### src/rtl/shared_mem_arbiter_pkg.sv
// Shared definitions for the shared-memory arbiter slice: default geometry and pointer helpers.
package shared_mem_arbiter_pkg;

    localparam int unsigned DEF_NUM_CORES = 4;
    localparam int unsigned DEF_ADDR_W    = 8;
    localparam int unsigned DEF_DATA_W    = 8;
    localparam int unsigned DEF_LOCK_MAX  = 8;

    // Round-robin successor of a core index, wrapping n-1 -> 0.
    function automatic int unsigned wrap_inc(input int unsigned v, input int unsigned n);
        return (v + 1 >= n) ? 0 : v + 1;
    endfunction

endpackage

### src/rtl/shared_mem_arbiter_if.sv
// Core-side bus of the shared-memory arbiter: requests in, grants and read data out.
interface shared_mem_arbiter_if #(
    parameter int unsigned NUM_CORES = 4,
    parameter int unsigned ADDR_W    = 8,
    parameter int unsigned DATA_W    = 8
);
    logic [NUM_CORES-1:0]        req;
    logic [NUM_CORES-1:0]        we;
    logic [NUM_CORES*ADDR_W-1:0] addr;
    logic [NUM_CORES*DATA_W-1:0] wdata;
    logic [NUM_CORES-1:0]        lock;
    logic [NUM_CORES-1:0]        gnt;
    logic [NUM_CORES-1:0]        rvalid;
    logic [DATA_W-1:0]           rdata;

    modport master (output req, we, addr, wdata, lock, input gnt, rvalid, rdata);
    modport slave  (input req, we, addr, wdata, lock, output gnt, rvalid, rdata);
endinterface

### src/rtl/shared_mem_arbiter_rr_priority_pick.sv
// Round-robin pick: first set request at or after the pointer, wrapping to 0.
module rr_priority_pick #(
    parameter int unsigned N     = 4,
    parameter int unsigned PTR_W = $clog2(N)
) (
    input  logic [N-1:0]     i_req,
    input  logic [PTR_W-1:0] i_ptr,
    output logic [N-1:0]     o_onehot,
    output logic [PTR_W-1:0] o_idx,
    output logic             o_valid
);
    always_comb begin
        o_onehot = '0;
        o_idx    = '0;
        o_valid  = 1'b0;
        for (int unsigned i = 0; i < N; i++) begin
            logic [PTR_W:0]   sum;
            logic [PTR_W-1:0] k;
            sum = {1'b0, i_ptr} + (PTR_W+1)'(i);
            if (sum >= (PTR_W+1)'(N)) sum = sum - (PTR_W+1)'(N);
            k = sum[PTR_W-1:0];
            if (!o_valid && i_req[k]) begin
                o_valid     = 1'b1;
                o_idx       = k;
                o_onehot[k] = 1'b1;
            end
        end
    end
endmodule

### src/rtl/shared_mem_arbiter.sv
// Round-robin arbiter giving NUM_CORES cores access to one single-port synchronous memory.
// Optional locked bursts are compiled in with `define SHARED_MEM_ARB_LOCK_EN.
module shared_mem_arbiter
    import shared_mem_arbiter_pkg::*;
#(
    parameter int unsigned NUM_CORES = DEF_NUM_CORES,
    parameter int unsigned ADDR_W    = DEF_ADDR_W,
    parameter int unsigned DATA_W    = DEF_DATA_W,
    parameter int unsigned LOCK_MAX  = DEF_LOCK_MAX
) (
    input  logic                 clk,
    input  logic                 reset,
    shared_mem_arbiter_if.slave  bus,
    output logic                 mem_en,
    output logic                 mem_we,
    output logic [ADDR_W-1:0]    mem_addr,
    output logic [DATA_W-1:0]    mem_wdata,
    input  logic [DATA_W-1:0]    mem_rdata
);
    localparam int unsigned PTR_W = $clog2(NUM_CORES);

    logic [NUM_CORES-1:0] r_gnt;
    logic [NUM_CORES-1:0] r_rd_pend;
    logic                 r_mem_en;
    logic                 r_mem_we;
    logic [ADDR_W-1:0]    r_mem_addr;
    logic [DATA_W-1:0]    r_mem_wdata;
    logic [PTR_W-1:0]     r_rr_ptr;

    logic [NUM_CORES-1:0] w_elig;
    logic [NUM_CORES-1:0] w_win;
    logic [PTR_W-1:0]     w_idx;
    logic                 w_valid;

`ifdef SHARED_MEM_ARB_LOCK_EN
    localparam int unsigned CNT_W = $clog2(LOCK_MAX + 1);

    logic             r_own_vld;
    logic [PTR_W-1:0] r_owner;
    logic [CNT_W-1:0] r_lock_cnt;
    logic [CNT_W-1:0] w_cnt_next;

    // A live owner bypasses the grant mask so it can win back-to-back.
    always_comb begin
        w_elig = bus.req & ~r_gnt;
        if (r_own_vld && bus.lock[r_owner] && bus.req[r_owner]) begin
            w_elig          = '0;
            w_elig[r_owner] = 1'b1;
        end
    end

    assign w_cnt_next = (r_own_vld && r_owner == w_idx) ? r_lock_cnt + 1'b1 : CNT_W'(1);

    always_ff @(posedge clk) begin
        if (reset) begin
            r_own_vld  <= 1'b0;
            r_owner    <= '0;
            r_lock_cnt <= '0;
        end else if (w_valid && bus.lock[w_idx]) begin
            if (32'(w_cnt_next) >= LOCK_MAX) begin
                r_own_vld  <= 1'b0;
                r_lock_cnt <= '0;
            end else begin
                r_own_vld  <= 1'b1;
                r_owner    <= w_idx;
                r_lock_cnt <= w_cnt_next;
            end
        end else begin
            r_own_vld  <= 1'b0;
            r_lock_cnt <= '0;
        end
    end
`else
    assign w_elig = bus.req & ~r_gnt;
`endif

    rr_priority_pick #(
        .N     (NUM_CORES),
        .PTR_W (PTR_W)
    ) u_pick (
        .i_req    (w_elig),
        .i_ptr    (r_rr_ptr),
        .o_onehot (w_win),
        .o_idx    (w_idx),
        .o_valid  (w_valid)
    );

    always_ff @(posedge clk) begin
        if (reset) begin
            r_gnt       <= '0;
            r_rd_pend   <= '0;
            r_mem_en    <= 1'b0;
            r_mem_we    <= 1'b0;
            r_mem_addr  <= '0;
            r_mem_wdata <= '0;
            r_rr_ptr    <= '0;
        end else begin
            r_gnt     <= w_win;
            r_mem_en  <= w_valid;
            // Memory answers one cycle after the access, so flag the reader now.
            r_rd_pend <= (r_mem_en && !r_mem_we) ? r_gnt : '0;
            if (w_valid) begin
                r_mem_we    <= bus.we[w_idx];
                r_mem_addr  <= bus.addr[w_idx*ADDR_W +: ADDR_W];
                r_mem_wdata <= bus.wdata[w_idx*DATA_W +: DATA_W];
                r_rr_ptr    <= PTR_W'(wrap_inc(32'(w_idx), NUM_CORES));
            end else begin
                r_mem_we <= 1'b0;
            end
        end
    end

    assign bus.gnt    = r_gnt;
    assign bus.rvalid = r_rd_pend;
    assign bus.rdata  = (|r_rd_pend) ? mem_rdata : '0;

    assign mem_en    = r_mem_en;
    assign mem_we    = r_mem_we;
    assign mem_addr  = r_mem_addr;
    assign mem_wdata = r_mem_wdata;
endmodule

### src/flat_wrapper.sv
// flat-port wrapper written by rule: the top's interface ports become plain ports
module shared_mem_arbiter_flat import shared_mem_arbiter_pkg::*;
#(
    parameter int unsigned NUM_CORES = DEF_NUM_CORES,
    parameter int unsigned ADDR_W    = DEF_ADDR_W,
    parameter int unsigned DATA_W    = DEF_DATA_W,
    parameter int unsigned LOCK_MAX  = DEF_LOCK_MAX
)
  (clk, reset, mem_en, mem_we, mem_addr, mem_wdata, mem_rdata, bus_req, bus_we, bus_addr, bus_wdata, bus_lock, bus_gnt, bus_rvalid, bus_rdata);
  shared_mem_arbiter_if #(.NUM_CORES(NUM_CORES), .ADDR_W(ADDR_W), .DATA_W(DATA_W)) bus_i ();
  input  logic clk;
  input  logic reset;
  output logic mem_en;
  output logic mem_we;
  output logic [ADDR_W-1:0] mem_addr;
  output logic [DATA_W-1:0] mem_wdata;
  input  logic [DATA_W-1:0] mem_rdata;
  input wire logic [$bits(bus_i.req)-1:0] bus_req;
  input wire logic [$bits(bus_i.we)-1:0] bus_we;
  input wire logic [$bits(bus_i.addr)-1:0] bus_addr;
  input wire logic [$bits(bus_i.wdata)-1:0] bus_wdata;
  input wire logic [$bits(bus_i.lock)-1:0] bus_lock;
  output wire logic [$bits(bus_i.gnt)-1:0] bus_gnt;
  output wire logic [$bits(bus_i.rvalid)-1:0] bus_rvalid;
  output wire logic [$bits(bus_i.rdata)-1:0] bus_rdata;
  assign bus_i.req = bus_req;
  assign bus_i.we = bus_we;
  assign bus_i.addr = bus_addr;
  assign bus_i.wdata = bus_wdata;
  assign bus_i.lock = bus_lock;
  assign bus_gnt = bus_i.gnt;
  assign bus_rvalid = bus_i.rvalid;
  assign bus_rdata = bus_i.rdata;
  shared_mem_arbiter #(.NUM_CORES(NUM_CORES), .ADDR_W(ADDR_W), .DATA_W(DATA_W), .LOCK_MAX(LOCK_MAX)) u_core (.clk(clk), .reset(reset), .bus(bus_i), .mem_en(mem_en), .mem_we(mem_we), .mem_addr(mem_addr), .mem_wdata(mem_wdata), .mem_rdata(mem_rdata));
endmodule
### config.mk
export PLATFORM = sky130hd
export DESIGN_NAME = shared_mem_arbiter_flat
export DESIGN_NICKNAME = d
export VERILOG_FILES = /design/src/rtl/shared_mem_arbiter_pkg.sv /design/src/rtl/shared_mem_arbiter_if.sv /design/src/rtl/shared_mem_arbiter_rr_priority_pick.sv /design/src/rtl/shared_mem_arbiter.sv /design/src/flat_wrapper.sv
export SDC_FILE = /design/constraint.sdc
export NUM_CORES = 1
export LEC_CHECK = 0
export CAP_MARGIN = 25
export CORE_MARGIN = 2
export CORE_UTILIZATION = 35
export DETAILED_ROUTE_END_ITERATION = 10
export GPL_TIMING_DRIVEN = 0
export PLACE_DENSITY = 0.76
export SLEW_MARGIN = 20
export SYNTH_ARGS = -nofsm -noshare
export SYNTH_HDL_FRONTEND = slang
export SYNTH_SLANG_ARGS = --single-unit
### constraint.sdc
create_clock -name clk -period 3.5 [get_ports clk]
set_input_delay 0.7 -clock clk [delete_from_list [all_inputs] [get_ports clk]]
set_output_delay 0.7 -clock clk [all_outputs]
set_load 0.02 [all_outputs]
==> results.toml, run 1 <==
[route]
vias = 2059
dr.pass1.iters = 4
drc = 0
ant_nets = 0
wl_per_cell_um = 15.56
wirelength_mm = 5.958
drtIter0Drc = 101
via_per_inst = 5.376

[clock_network]
h-tree-depth = 1
post_cts_buffers = 0
path_clk_slew_ns = 0.10
clockBufferDepth = 2
clock_latency_ns = 0.28
tritoncts = "done"
cts_root_buf = "clkbuf_8"
cts_buffers = 3
cts_hold_buf = 0
cts.sinks = 28
cts_resized = 0

[sta]
worst_slew_pin_slew_ns = 0.6358
fmax_mhz = 346.0
maxSlewHeadroom_pct = 57.26
tns_ns = 0
hold_violations = 0
clock_skew_ns = 0.001721
setup_violations = 0
rsz0062_at_grt = "false"
slew_violations = 0
min_period_ns = 2.891
timing.final.crit_share_pct = 82.59

[yosys]
synth-seq-area-share_pct = 28.63
syn_area_um2 = 1958
yosysWarnings = 0
synth.avg_cell_area_um2 = 10.20
synth_edf_count = 0
synth_nets = 286
synth-async-reset-ratio_pct = 0
ys_types = 40
ys_ff_latch = 28
synthesis.instances = 192
synth_flop_cell = "dfxtp_1"

[critical_path]
cp-end-kind = "register"
required_ns = 3.69
path_class = "register to register"
cp_max_fo = 10
regToRegSetupSlack_ns = 0.61
cp.arrival_ns = 3.08
critPathLaunchType = "register"

[global_route]
grt_pass1_vias = 1942
grt_overflow = 0
grt_pass1_wl_mm = 8.970
track_usage_pct = 17.99
grt_max_degree = 16
antenna_found_initial = 0

[final_layout]
nets = 406
final_area_um2 = 3267
syn_to_final_growth_pct = 66.84
regArea_um2 = 560.5
layoutNonFillerInstCount = 383
multi_input_area_um2 = 1316
diodes = 0
nFillCells = 480
layout-drive-gt1-share_pct = 11.25

[pwr]
finalPower_uw = 2595
powerDensity_nw_per_um2 = 794.2
worst_ir_drop_vdd_v = 0.0003923
p_leak_uw = 0.001234

[hold_path]
min_path_type = "register to register"

[placed_design]
place_area_um2 = 3199
gp_congestion = 0.9190
dp_hpwl_mm = 4.567
placed_cells = 379
io_buffers = 115

[floorplanning]
rows = 27
io_pins = 120
start_util_pct = 36.00
die-area_um2 = 6209
dieHeight_um = 78.80
core_area_um2 = 5439
fp.dieW_um = 78.80

[job]
maxCapViolCount = 0

[run_status]
outcome = "complete, no violations"
==> path summary, 6_finish.rpt <==
path | start | endpoint | depth (start not counted)
worst max-delay path | u_core.r_rr_ptr[1]$_SDFFE_PP0P_ | u_core.mem_addr[2]$_SDFFE_PP0P_ | 9
worst min-delay path | u_core.bus.gnt[2]$_SDFF_PP0_ | u_core.bus.rvalid[2]$_SDFF_PP0_ | 1
worst max register to register | u_core.r_rr_ptr[1]$_SDFFE_PP0P_ | u_core.mem_addr[2]$_SDFFE_PP0P_ | 9
worst min register to register | u_core.bus.gnt[2]$_SDFF_PP0_ | u_core.bus.rvalid[2]$_SDFF_PP0_ | 1
==> power by group <==
part | switching (uW) | total (uW) | internal [uW] | leakage [uW]
registers | 79.7 | 522 | 442 | 0.000232
logic | 1000 | 1870 | 865 | 0.000973
clock network | 103 | 204 | 101 | 0.0000288
total | 1190 | 2590 | 1410 | 0.00123
==> synth_stat cells (2+ instances only) <==
cell,instances,share of area (%)
a221oi_2,9,6.9
buf_6,3,1.7
a21oi_2,2,0.89
mux2i_1,34,17
mux4_2,2,2.3
nand2b_1,3,0.96
nor2b_1,12,3.8
dfxtp_1,28,29
nor3_1,7,1.8
nand2_1,7,1.3
ha_1,8,5.1
buf_2,4,1.0
a211oi_2,2,1.3
a221oi_1,9,4.0
a21oi_1,7,1.8
o211ai_1,3,1.2
a222oi_1,4,2.0
clkbuf_1,3,0.58
and2_1,4,1.3
inv_1,2,0.38
o21bai_1,16,6.1
nor2_1,3,0.58
nor4_1,3,0.96
==> registers in the layout (all words and copies together) (netlist names) <==
signal,flops
u_core.mem_addr,8
u_core.mem_wdata,8
u_core.bus.gnt,4
u_core.bus.rvalid,4
u_core.r_rr_ptr,2
u_core.mem_en,1
u_core.mem_we,1
==> through the flow <==
| stage | hold WS (ns) | setup slack [ns] | utilization (%) |
|---|---|---|---|
| final | 0.5142 | 0.6095 | 60.06 |
| after global placement | 0.4964 | 0.3872 | 58.82 |
| after global routing | 0.5478 | 0.3714 | 60.06 |
| after detailed placement | 0.5038 | 0.3561 | 58.82 |
| after floorplan | 0.5724 | 1.029 | - |
| after CTS | 0.5181 | 0.5956 | 59.83 |
==> final cells by class <==
class	count	share of cell area, %
Multi-Input combinational cell	150	40.29
Clock buffer	4	1.685
Sequential cell	28	17.16
Timing Repair Buffer	115	35.24
Inverter	3	0.4213
Buffer	11	2.451
Tap cell	72	2.758
==> per-layer routing <==
layer	share of wire [%]	vias to the layer above	GRT usage, %
met4	2.6	0	6.842
met5	0	-	0
met1	39	939	20.73
met3	11	15	5.682
li1	-	991	-
met2	47	114	31.03
==> placed cells by master (no fill, tap or decap), types with 2 or more instances in the layout <==
master           synthesis  layout
nor4_2                   0       2
ha_1                     8       8
clkbuf_8                 0       4
mux4_2                   2       2
inv_1                    2       2
buf_6                    3       3
a211oi_2                 2       2
and2_1                   4       4
a221oi_1                 9       9
o211ai_1                 3       3
nand2_1                  7       7
mux2i_1                 34      34
dfxtp_1                 28      28
clkbuf_1                 3       3
a222oi_1                 4       4
nor2_1                   3       3
a21oi_2                  2       2
nor2b_1                 12      12
nor3_1                   7       7
buf_2                    4       4
clkdlybuf4s50_1          0     115
nand2b_1                 3       3
a21oi_1                  7       7
o21bai_1                16      16
a221oi_2                 9       9
==> critical path: stages, from the launching register on <==
cell and delay (ns):
dfxtp_1 0.50, inv_1 0.25, ha_1 0.40, inv_1 0.19, o21ai_0 0.12, a211oi_1 0.46
nor2_4 0.16, buf_2 0.27, mux2i_1 0.16, a221oi_1 0.29
==> logic make-up (layout without fill, tap and decap cells) <==
| family | count (synthesis) | in the layout | synth area share (%) |
|---|---|---|---|
| AO/OA/AOI/OAI | 60 | 60 | 27.86 |
| adder cells (fa/ha/maj) | 8 | 8 | 5.112 |
| buffers and inverters | 14 | 133 | 4.792 |
| flip-flops | 28 | 28 | 28.63 |
| multiplexers | 36 | 36 | 19.68 |
| AND/OR/NAND/NOR | 46 | 46 | 13.93 |
Power figures use the tool's default switching activity.
==> run 2: changes to the inputs <==
clock period = 2.67 ns   (was 3.5 ns; I/O delays follow)
==> run 2 against run 1 <==
Die area unchanged. Via count up 1.5%. Critical path depth unchanged. Core utilization up 1.7 points. Worst hold slack better by 0.013 ns. Sequential share of layout area down 0.32 points. Global-route usage up 0.17 points. First-iteration DRC count down 15%. Critical path type is now primary input to register.
==> results.toml, run 2 (synthesis gave the netlist of run 1 again) <==
[sta]
hold_violations = 0
min_period_ns = 2.573
slew_violations = 0
rsz0062_at_grt = "false"
worst_slew_pin_slew_ns = 0.7792
maxSlewHeadroom_pct = 47.62
fmax_mhz = 388.7
timing.final.crit_share_pct = 96.36
clock_skew_ns = 0.004446
setup_violations = 0

[clock_network]
tritoncts = "done"
clock_latency_ns = 0.28
clockBufferDepth = 2
cts.sinks = 28
cts_hold_buf = 0
cts_root_buf = "clkbuf_8"
cts_buffers = 3
h-tree-depth = 1
path_clk_slew_ns = 0.10

[floorplanning]
dieHeight_um = 78.80
die-area_um2 = 6209
start_util_pct = 36.00
core_area_um2 = 5439
io_pins = 120
rows = 27
fp.dieW_um = 78.80

[final_layout]
fin_util_pct = 61.74
final_cell_mix = "clkdlybuf4s50_1 (115), mux2i_1 (34), dfxtp_1 (26)"
syn_to_final_growth_pct = 71.50
final_common_cell = "clkdlybuf4s50_1"
nFillCells = 471
final_area_um2 = 3358
diodes = 0
layout-drive-gt1-share_pct = 15.19
nets = 411

[placed_design]
io_buffers = 115
dp_hpwl_mm = 4.567
place_area_um2 = 3199
gp_congestion = 0.9190

[run_status]
outcome = "complete, no violations"

[pwr]
powerDensity_nw_per_um2 = 1071
p_leak_uw = 0.001269
worst_ir_drop_vdd_v = 0.0005056

[route]
drtIter0Drc = 86
ant_nets = 0
wirelength_mm = 6.158
drc = 0
dr.pass1.iters = 4
vias = 2089
wl_per_cell_um = 15.87
via_per_inst = 5.384

[critical_path]
required_ns = 2.87
cp-end-kind = "register"
critPathLaunchType = "primary input"
cp.arrival_ns = 2.77
cp_max_fo = 10
path_class = "primary input to register"

[global_route]
antenna_found_initial = 0
grt_pass1_wl_mm = 9.032
grt_max_degree = 16
grt_pass1_vias = 1955
track_usage_pct = 18.16
grt_overflow = 0

[job]
maxCapViolCount = 0

[hold_path]
min_path_type = "register to register"
## run 2: path summary, 6_finish.rpt
| kind | start | endpoint | slack [ns] | depth (start not counted) |
|---|---|---|---|---|
| hold / removal | u_core.bus.gnt[0]$_SDFF_PP0_ | u_core.bus.rvalid[0]$_SDFF_PP0_ | 0.53 | 1 |
| hold reg to reg | u_core.bus.gnt[0]$_SDFF_PP0_ | u_core.bus.rvalid[0]$_SDFF_PP0_ | 0.53 | 1 |
| setup / recovery | bus_req[1] | u_core.mem_wdata[4]$_SDFFE_PP0P_ | 0.1 | 9 |
| setup reg to reg | u_core.r_rr_ptr[0]$_SDFFE_PP0P_ | u_core.r_rr_ptr[1]$_SDFFE_PP0P_ | 0.14 | 11 |
## run 2: metal layers
metal / track usage [%] / vias to the layer above / part of all wire [%]
met4: 7.368 / 0 / 1.9
met2: 31.28 / 115 / 49
li1: - / 999 / -
met1: 20.73 / 965 / 38
met3: 5.795 / 10 / 12
met5: 0 / - / 0
## run 2: what timing repair did
item | 4_1_cts | 5_1_grt
buffers inserted | 2 | 2
gates resized for setup | 8 | 9
setup endpoints to repair | 26 | 19
pin swaps | 1 | 2
gates cloned | 1 | 0
## run 2: area by class of cell
cell class / count / area, um^2 / area share [%]
clock buffers: 4 / 55.05 / 1.639
repair buffers: 120 / 1189 / 35.39
plain buffers: 11 / 87.58 / 2.608
multi-input cells: 150 / 1358 / 40.42
well taps: 72 / 90.09 / 2.683
inverters: 3 / 13.76 / 0.4098
flip-flops and latches: 28 / 565.5 / 16.84
## run 2: where the power goes
group | leakage [uW] | total [uW] | internal (uW) | switching [uW]
registers | 0.000233 | 695 | 585 | 109
logic | 0.00101 | 2640 | 1260 | 1370
clock network | 0.0000288 | 267 | 132 | 134
## run 2: per-stage QoR
| stage | total power (uW) | hold WS [ns] | setup WS [ns] | std cells | TNS [ns] |
|---|---|---|---|---|---|
| after floorplan | 2365 | 0.5724 | 0.1993 | 192 | 0 |
| after global placement | 3104 | 0.4964 | -0.2768 | 379 | -3.254 |
| after detailed placement | 3132 | 0.5038 | -0.3079 | 379 | -3.827 |
| after CTS | 3519 | 0.5181 | 0.004531 | 386 | 0 |
| after global routing | 3805 | 0.5513 | 0.004730 | 388 | 0 |
| final | 3598 | 0.5276 | 0.09723 | 388 | 0 |
## run 2: worst max-delay path, cell delays in order
cell and delay, ns:
clkdlybuf4s50_1 0.47, nand2b_1 0.17, mux4_2 0.55, a21oi_2 0.18, nand3_2 0.15, and2_4 0.19, buf_6 0.14, buf_8 0.15
a221oi_2 0.23
